**src/rtl/uart_rx_loader.sv**
```systemverilog
// ---------------------------------------------------------------------------
// uart_rx_loader
//
// Receives 8N1 bytes from the host UART, packs every four good bytes
// little-endian into a 32-bit word and offers each word with a running byte
// address on a valid/ready handshake. It feeds the instruction-image load path
// and raises done once NUM_WORDS words have been taken.
//
// Ports
//   clk         system clock, rising edge
//   rst         asynchronous active-high reset
//   rx_data     UART serial line (asynchronous, idle high)
//   word_data   assembled word, first received byte in [7:0]
//   word_addr   byte address of word_data
//   word_valid  word_data/word_addr hold a word
//   word_ready  consumer takes the word this cycle
//   done        NUM_WORDS words accepted (sticky until rst)
//   frame_err   a stop bit was sampled low (sticky)
//   overrun     a word completed while the previous one was still held (sticky)
// ---------------------------------------------------------------------------
module uart_rx_loader #(
    parameter int          CLKS_PER_BIT = 868,
    parameter logic [31:0] START_ADDR   = 32'h0,
    parameter int          NUM_WORDS    = 677
) (
    input  logic        clk,
    input  logic        rst,
    input  logic        rx_data,
    output logic [31:0] word_data,
    output logic [31:0] word_addr,
    output logic        word_valid,
    input  logic        word_ready,
    output logic        done,
    output logic        frame_err,
    output logic        overrun
);

    localparam int CW = (CLKS_PER_BIT > 2) ? $clog2(CLKS_PER_BIT) : 1;

    localparam logic [CW-1:0] HALF_LOAD   = CW'(CLKS_PER_BIT / 2 - 1);
    localparam logic [CW-1:0] FULL_LOAD   = CW'(CLKS_PER_BIT - 1);
    localparam logic [31:0]   NUM_WORDS_L = 32'(NUM_WORDS);

    localparam logic [1:0] S_IDLE  = 2'd0;
    localparam logic [1:0] S_START = 2'd1;
    localparam logic [1:0] S_DATA  = 2'd2;
    localparam logic [1:0] S_STOP  = 2'd3;

    // -----------------------------------------------------------------------
    // Line synchroniser; reset to the idle level so reset never fakes a start.
    // -----------------------------------------------------------------------
    logic rx_meta;
    logic rxs;

    always_ff @(posedge clk or posedge rst) begin
        if (rst) begin
            rx_meta <= 1'b1;
            rxs     <= 1'b1;
        end else begin
            rx_meta <= rx_data;
            rxs     <= rx_meta;
        end
    end

    // -----------------------------------------------------------------------
    // Bit-level receiver and word assembly
    // -----------------------------------------------------------------------
    logic [1:0]    state;
    logic [CW-1:0] cnt;
    logic [2:0]    bit_idx;
    logic [7:0]    shift;
    logic [31:0]   asm_reg;
    logic [1:0]    byte_cnt;
    logic          cmp_pend;   // lane 3 just written; asm_reg is a full word
    logic          cnt_zero;

    assign cnt_zero = (cnt == '0);

    always_ff @(posedge clk or posedge rst) begin
        if (rst) begin
            state     <= S_IDLE;
            cnt       <= '0;
            bit_idx   <= '0;
            shift     <= '0;
            asm_reg   <= '0;
            byte_cnt  <= '0;
            cmp_pend  <= 1'b0;
            frame_err <= 1'b0;
        end else begin
            cmp_pend <= 1'b0;
            case (state)
                S_IDLE: begin
                    if (!rxs) begin
                        cnt   <= HALF_LOAD;
                        state <= S_START;
                    end
                end
                S_START: begin
                    // Mid-start-bit recheck filters short glitches.
                    if (cnt_zero) begin
                        if (!rxs) begin
                            cnt     <= FULL_LOAD;
                            bit_idx <= '0;
                            state   <= S_DATA;
                        end else begin
                            state <= S_IDLE;
                        end
                    end else begin
                        cnt <= cnt - 1'b1;
                    end
                end
                S_DATA: begin
                    if (cnt_zero) begin
                        shift[bit_idx] <= rxs;
                        cnt            <= FULL_LOAD;
                        if (bit_idx == 3'd7)
                            state <= S_STOP;
                        else
                            bit_idx <= bit_idx + 1'b1;
                    end else begin
                        cnt <= cnt - 1'b1;
                    end
                end
                default: begin // S_STOP
                    if (cnt_zero) begin
                        if (rxs) begin
                            asm_reg[{byte_cnt, 3'b000} +: 8] <= shift;
                            byte_cnt <= byte_cnt + 1'b1;
                            if (byte_cnt == 2'd3)
                                cmp_pend <= 1'b1;
                        end else begin
                            frame_err <= 1'b1;
                        end
                        // Back to IDLE straight away: a low line re-arms at once.
                        state <= S_IDLE;
                    end else begin
                        cnt <= cnt - 1'b1;
                    end
                end
            endcase
        end
    end

    // -----------------------------------------------------------------------
    // Word handshake, address and image counting
    // -----------------------------------------------------------------------
    logic [31:0] wcnt;
    logic        xfer;
    logic        last_xfer;

    assign xfer      = word_valid & word_ready;
    assign last_xfer = xfer && ((wcnt + 32'd1) == NUM_WORDS_L);

    always_ff @(posedge clk or posedge rst) begin
        if (rst) begin
            word_data  <= '0;
            word_addr  <= START_ADDR;
            word_valid <= 1'b0;
            wcnt       <= '0;
            done       <= 1'b0;
            overrun    <= 1'b0;
        end else begin
            if (xfer) begin
                word_valid <= 1'b0;
                word_addr  <= word_addr + 32'd4;
                wcnt       <= wcnt + 32'd1;
                if (last_xfer)
                    done <= 1'b1;
            end
            // Once the image is complete (or completing this cycle), extra
            // words are silently dropped.
            if (cmp_pend && !done && !last_xfer) begin
                if (!word_valid || xfer) begin
                    word_data  <= asm_reg;
                    word_valid <= 1'b1;
                end else begin
                    overrun <= 1'b1;
                end
            end
        end
    end

endmodule

```
**config.mk**
```make
export PLATFORM = sky130hd
export DESIGN_NAME = uart_rx_loader
export DESIGN_NICKNAME = d
export VERILOG_FILES = /design/src/rtl/uart_rx_loader.sv
export SDC_FILE = /design/constraint.sdc
export NUM_CORES = 1
export LEC_CHECK = 0
export ABC_CLOCK_PERIOD_IN_PS = 14400
export CAP_MARGIN = 10
export CORE_MARGIN = 2
export CORE_UTILIZATION = 38
export CTS_BUF_LIST = sky130_fd_sc_hd__clkbuf_8
export CTS_CLUSTER_SIZE = 12
export DETAILED_ROUTE_END_ITERATION = 10
export GPL_ROUTABILITY_DRIVEN = 0
export MAX_ROUTING_LAYER = met4
export SYNTH_ARGS = -nofsm -noshare
export SYNTH_HDL_FRONTEND = slang
export SYNTH_SLANG_ARGS = --single-unit
```
**constraint.sdc**
```tcl
create_clock -name clk -period 14.4 [get_ports clk]
set_input_delay 2.88 -clock clk [delete_from_list [all_inputs] [get_ports clk]]
set_output_delay 2.88 -clock clk [all_outputs]
set_load 0.02 [all_outputs]
```
==> results of run 1 <==
==> area by class of cell <==
class | count | area [sq um] | area share
inverter | 14 | 57.6 | 0.00642
clock inverter | 14 | 150 | 0.0167
timing repair buffer | 71 | 706 | 0.0787
sequential | 158 | 3960 | 0.441
multi-input combinational | 531 | 3520 | 0.392
clock buffer | 18 | 248 | 0.0276
tap | 270 | 338 | 0.0377
==> layer usage <==
layer / global-route usage / vias up
li1: - / 2665
met1: 0.214 / 2575
met2: 0.236 / 91
met3: 0.0321 / 14
met4: 0.0466 / 0
met5: - / -
==> how the worst max path moves through the flow <==
stage | end | slack [ns] | depth (start not counted)
global route | word_data[29]$_DFFE_PP0P_ | 8.13 | 10
finish | word_data[29]$_DFFE_PP0P_ | 8.35 | 10
floorplan | asm_reg[0]$_DFFE_PP0P_ | 7.26 | 1
detailed placement | word_data[29]$_DFFE_PP0P_ | 7.89 | 10
CTS | word_data[29]$_DFFE_PP0P_ | 8.38 | 10
global placement | word_data[29]$_DFFE_PP0P_ | 7.99 | 10
==> power by group through the flow <==
| stage | combinational [mW] | sequential (mW) | clock (mW) |
|---|---|---|---|
| floorplan | 0.0154 | 0.459 | 0 |
| global placement | 0.0224 | 0.460 | 0 |
| detailed placement | 0.0225 | 0.460 | 0 |
| CTS | 0.0226 | 0.451 | 0.342 |
| global route | 0.0251 | 0.452 | 0.361 |
| finish | 0.0216 | 0.451 | 0.332 |
==> logic make-up after synthesis <==
logic type / synth area share
buf+inv: 0.0445
flops: 0.506
compound gates: 0.0748
other cells: 0.000480
fa+ha+maj: 0.0256
xor+xnor: 0.0784
simple gates: 0.198
mux: 0.0725
==> worst reg2reg max path, stage by stage (launching register included) <==
cell     delay [ns]
dfrtp_1        0.49
ha_1           0.21
nand3_1        0.28
or2_2          0.43
nor3_1         0.24
xor2_1         0.10
or4_1          0.52
nor4b_2        0.32
or3b_2         0.17
buf_4          0.49
mux2_2         0.43
==> layout by cell type, fill, tap and decap left out, drive strengths merged, types with 13 or more instances in the layout <==
cell and count:
nor2 41, nor3 14, nand2 126, dfrtp 156, inv 21, mux2 35, nand3 34, clkdlybuf4s50 69
nand4 24, clkbuf 18, xnor2 48, and3 13, xor2 22, o21ai 57, ha 16
==> out/metrics.cfg, run 1 <==
[placement]
dpl.hpwl_mm = 10.7
dpl.cell_count = 1044
placed_cell_area_sq_mm = 0.00857
pre_cts_slack_ns = 7.89
io_buffers = 69

[setup_path]
worstPathRequired_ns = 14.74
r2r_start = wcnt[0]$_DFFE_PP0P_
arrival_ns = 6.40
timing.critical_path.fanout_max = 32
critical_path_class = primary input to flip-flop
endpoint_kind = flip-flop
rr_worst_depth = 10
cp-start-kind = primary input
crit_chain = clkdlybuf4s50_1, and2_1, nand2_1, a2111oi_0, nand3_1, or4_1, nor4b_2, or3b_2, buf_4, mux2_2
crit_family = simple AND/OR/NAND/NOR gates
r2r_setup_slack_ns = 10.61
cp_slowest_stage_delay_ns = 0.56
cp_num_buf_inv = 2
startpoint = word_ready
r2r-end = word_data[29]$_DFFE_PP0P_
critPathSlowestCell = and2_1

[synthesis]
ys.flop_type = dfrtp_1
yosys.area.top_type = dfrtp_1
ys_seq_area_frac = 0.506
synth.distinct_cells = 68
yosys.cell_count.top_type = dfrtp_1
synth_edf_count = 0
avgSynthCellArea_sq_um = 10.6
ys_ff_latch = 158
yosys_warnings = 0
synthTopCellsByArea = dfrtp_1 (50%), nand2_1 (6.1%), mux2_4 (5.8%)
syn_area_sq_mm = 0.00782
synth_top_cells_by_count = dfrtp_1 (156), nand2_1 (126), o21ai_0 (57)
synth_cells = 736
synthArstFlopShare = 1.00
synth.top_cell.area_share = 0.499

[clock_tree]
clkSinkCount = 158
cts_resized = 0
htree_levels = 4
root_buffer = clkbuf_8
clk-insertion-delay-late_ns = 0.45
cts_tree = done
postCtsSetupRepairBufs = 0
cts_buffer_depth = 2
holdBufCountCts = 0
cts_made_buffers = 17
path_clk_slew_ns = 0.09

[power]
p_sw_mw = 0.203
power_mw = 0.805
p_sw_frac = 0.253
pwr-share-comb = 0.027
pwr-share-clk = 0.412
p_leak_nw = 3.98
power.sequential.fraction = 0.561
intPower_mw = 0.601
p_per_area_mw_per_mm2 = 89.7
ir_worst_vdd_uv = 61.1

[drt]
first_pass_iters = 4
num_vias = 5345
totalWireLength_mm = 15.7
postRouteAntennaNets = 0
wl_per_cell_microns = 14.6
via_per_inst = 4.97
met1_length_mm = 7.82
wl_met3_microns = 580
wl_met2_mm = 7.14
first_iter_violations = 239
top_layer_used = met4
post-route-drc-count = 0

[timing]
finalMaxSlewViolations = 0
min_period_ns = 6.05
layout_setup_ws_ns = 8.35
final.setup_skew_ns = 0.0130
worstMarginPinSlew_ns = 1.15
grt_setup_unrepaired = no
fin_tns_setup_ns = 0
whs_ns = 0.360
hold_violations = 0
fmax_mhz = 165
slew_headroom = 0.226
finalSetupViolCount = 0
period_share = 0.420

[global_route]
overflow = 0
track_usage = 0.156
grt_pass1_wl_mm = 26.7
antenna_found_initial = 0
grt_max_degree = 81
grt_pass1_vias = 5260

[finish]
final_core_util = 0.443
drive_above_1_share = 0.114
fin_cells = 1076
num_antenna_cells = 0
final_area_sq_mm = 0.00897
synthToLayoutAreaGrowth_pct = 14.8
nets = 813
fillerInstances = 1936

[job]
drv_cap = 0

[floorplanning]
dieArea_sq_mm = 0.0217
pin_count = 72
die_x_microns = 147
rows = 52
core_area_sq_mm = 0.0202
start_util = 0.386
dieHeight_microns = 147

[min_path]
hold_path_class = flip-flop to flip-flop
worstHoldEndpoint = rxs$_DFF_PP1_
min_path_cells = 0
hold_start = rx_meta$_DFF_PP1_

[outcome]
status = finished clean

Power figures use the tool's default switching activity.
==> inputs of run 2 (changes only) <==
--- a/config.mk
+++ b/config.mk
@@ -5,7 +5,7 @@
 export SDC_FILE = /design/constraint.sdc
 export NUM_CORES = 1
 export LEC_CHECK = 0
-export ABC_CLOCK_PERIOD_IN_PS = 14400
+export ABC_CLOCK_PERIOD_IN_PS = 5300
 export CAP_MARGIN = 10
 export CORE_MARGIN = 2
 export CORE_UTILIZATION = 38
==> constraint.sdc (replaced) <==
create_clock -name clk -period 5.3 [get_ports clk]
set_input_delay 1.06 -clock clk [delete_from_list [all_inputs] [get_ports clk]]
set_output_delay 1.06 -clock clk [all_outputs]
set_load 0.02 [all_outputs]
==> run 2 against run 1 <==
Die area unchanged; power rose to 2.7 times the previous value; critical path depth unchanged; via count rose by 0.43%; sequential share of layout area shrank 0.15 points; first-iteration DRC count is 33% higher; combinational power rose to 2.8 times the previous value; critical endpoint is now word_data[30]$_DFFE_PP0P_.
==> out/metrics.cfg, run 2 (same netlist as run 1, synthesis figures left out) <==
[setup_path]
cp_slowest_stage_delay_ns = 0.53
crit_family = simple AND/OR/NAND/NOR gates
endpoint_kind = flip-flop
cp_num_buf_inv = 2
arrival_ns = 4.15
worstPathRequired_ns = 5.65
critPathSlowestCell = clkdlybuf4s50_1
crit_chain = clkdlybuf4s50_1, and2_1, nand2_1, a2111oi_0, nand3_1, or4_1, nor4b_2, or3b_2, buf_4, mux2_2
critical_path_class = primary input to flip-flop
cp-start-kind = primary input
timing.critical_path.fanout_max = 32

[drt]
postRouteAntennaNets = 0
post-route-drc-count = 0
wl_per_cell_microns = 14.9
via_per_inst = 4.98
num_vias = 5368
first_pass_iters = 4
first_iter_violations = 317
totalWireLength_mm = 16.0

[clock_tree]
cts_buffer_depth = 2
postCtsSetupRepairBufs = 0
clk-insertion-delay-late_ns = 0.46
clkSinkCount = 158
cts_made_buffers = 17
cts_tree = done
path_clk_slew_ns = 0.11
root_buffer = clkbuf_8
holdBufCountCts = 0
htree_levels = 4
cts_resized = 0

[finish]
num_antenna_cells = 0
nets = 815
final_cell_mix = dfrtp_1 (156), nand2_1 (126), clkdlybuf4s50_1 (69)
final_area_sq_mm = 0.00900
drive_above_1_share = 0.116
final_common_cell = dfrtp_1
synthToLayoutAreaGrowth_pct = 15.2
fin_cells = 1078

[floorplanning]
core_area_sq_mm = 0.0202
rows = 52
pin_count = 72
dieArea_sq_mm = 0.0217
dieHeight_microns = 147
die_x_microns = 147
start_util = 0.386

[timing]
min_period_ns = 3.80
worstMarginPinSlew_ns = 1.03
period_share = 0.716
grt_setup_unrepaired = no
final.setup_skew_ns = 0.0224
layout_setup_ws_ns = 1.50
finalMaxSlewViolations = 0
hold_violations = 0
fmax_mhz = 263
fin_tns_setup_ns = 0
finalSetupViolCount = 0
slew_headroom = 0.311

[global_route]
grt_pass1_wl_mm = 27.3
antenna_found_initial = 0
overflow = 0
track_usage = 0.161
grt_pass1_vias = 5157
grt_max_degree = 90

[placement]
pre_cts_slack_ns = 1.01
io_buffers = 69
placed_cell_area_sq_mm = 0.00860
dpl.cell_count = 1046
dpl.hpwl_mm = 10.9

[power]
ir_worst_vdd_uv = 161
p_leak_nw = 3.98
p_per_area_mw_per_mm2 = 243

[outcome]
status = finished clean

[min_path]
hold_path_class = flip-flop to flip-flop

[job]
drv_cap = 0

[run 2: changes by cell type in the layout (fill, tap and decap cells not counted), sizes merged]
cell and change:
buf +2, clkinvlp +2, bufinv -1, clkbuf -1, clkinv -1, inv +1
[run 2: metrics by stage]
| stage | hold WS [ns] | util | power [mW] |
|---|---|---|---|
| after detailed placement | 0.348 | 0.425 | 1.31 |
| after CTS | 0.364 | 0.445 | 2.22 |
| after global routing | 0.366 | 0.445 | 2.28 |
| after floorplan | 0.345 | - | 1.29 |
| after global placement | 0.346 | 0.425 | 1.31 |
| final | 0.362 | 0.445 | 2.19 |
[run 2: power by group]
group | switching, mW | internal, mW
clock network | 0.540 | 0.360
registers | 0.0133 | 1.21
logic | 0.0409 | 0.0191
[run 2: layout make-up]
| type | count | area, sq um |
|---|---|---|
| flip-flops and latches | 158 | 3960 |
| multi-input cells | 531 | 3520 |
| inverters | 14 | 56.3 |
| fillers | 1953 | 11200 |
| repair buffers | 73 | 733 |
| well taps | 270 | 338 |
| clock inverters | 15 | 168 |
| clock buffers | 17 | 234 |
[run 2: final timing paths]
path                                startpoint                   endpoint  slack [ns]  cells past startpoint
min                          rx_meta$_DFF_PP1_              rxs$_DFF_PP1_        0.36                      0
max reg2reg                wcnt[0]$_DFFE_PP0P_  word_data[30]$_DFFE_PP0P_        1.57                     10
max                                 word_ready  word_data[30]$_DFFE_PP0P_        1.50                     10
min in group asynchronous                  rst  word_addr[31]$_DFFE_PP0P_        0.88                      2
max in group asynchronous                  rst    asm_reg[19]$_DFFE_PP0P_        3.41                      3
min reg2reg                  rx_meta$_DFF_PP1_              rxs$_DFF_PP1_        0.36                      0
[run 2: layer usage]
layer,up-vias,track usage,part of all wire
met4,0,0.0447,0.015
met5,-,-,0
met2,102,0.234,0.45
met1,2576,0.228,0.50
li1,2671,-,-
met3,19,0.0346,0.038
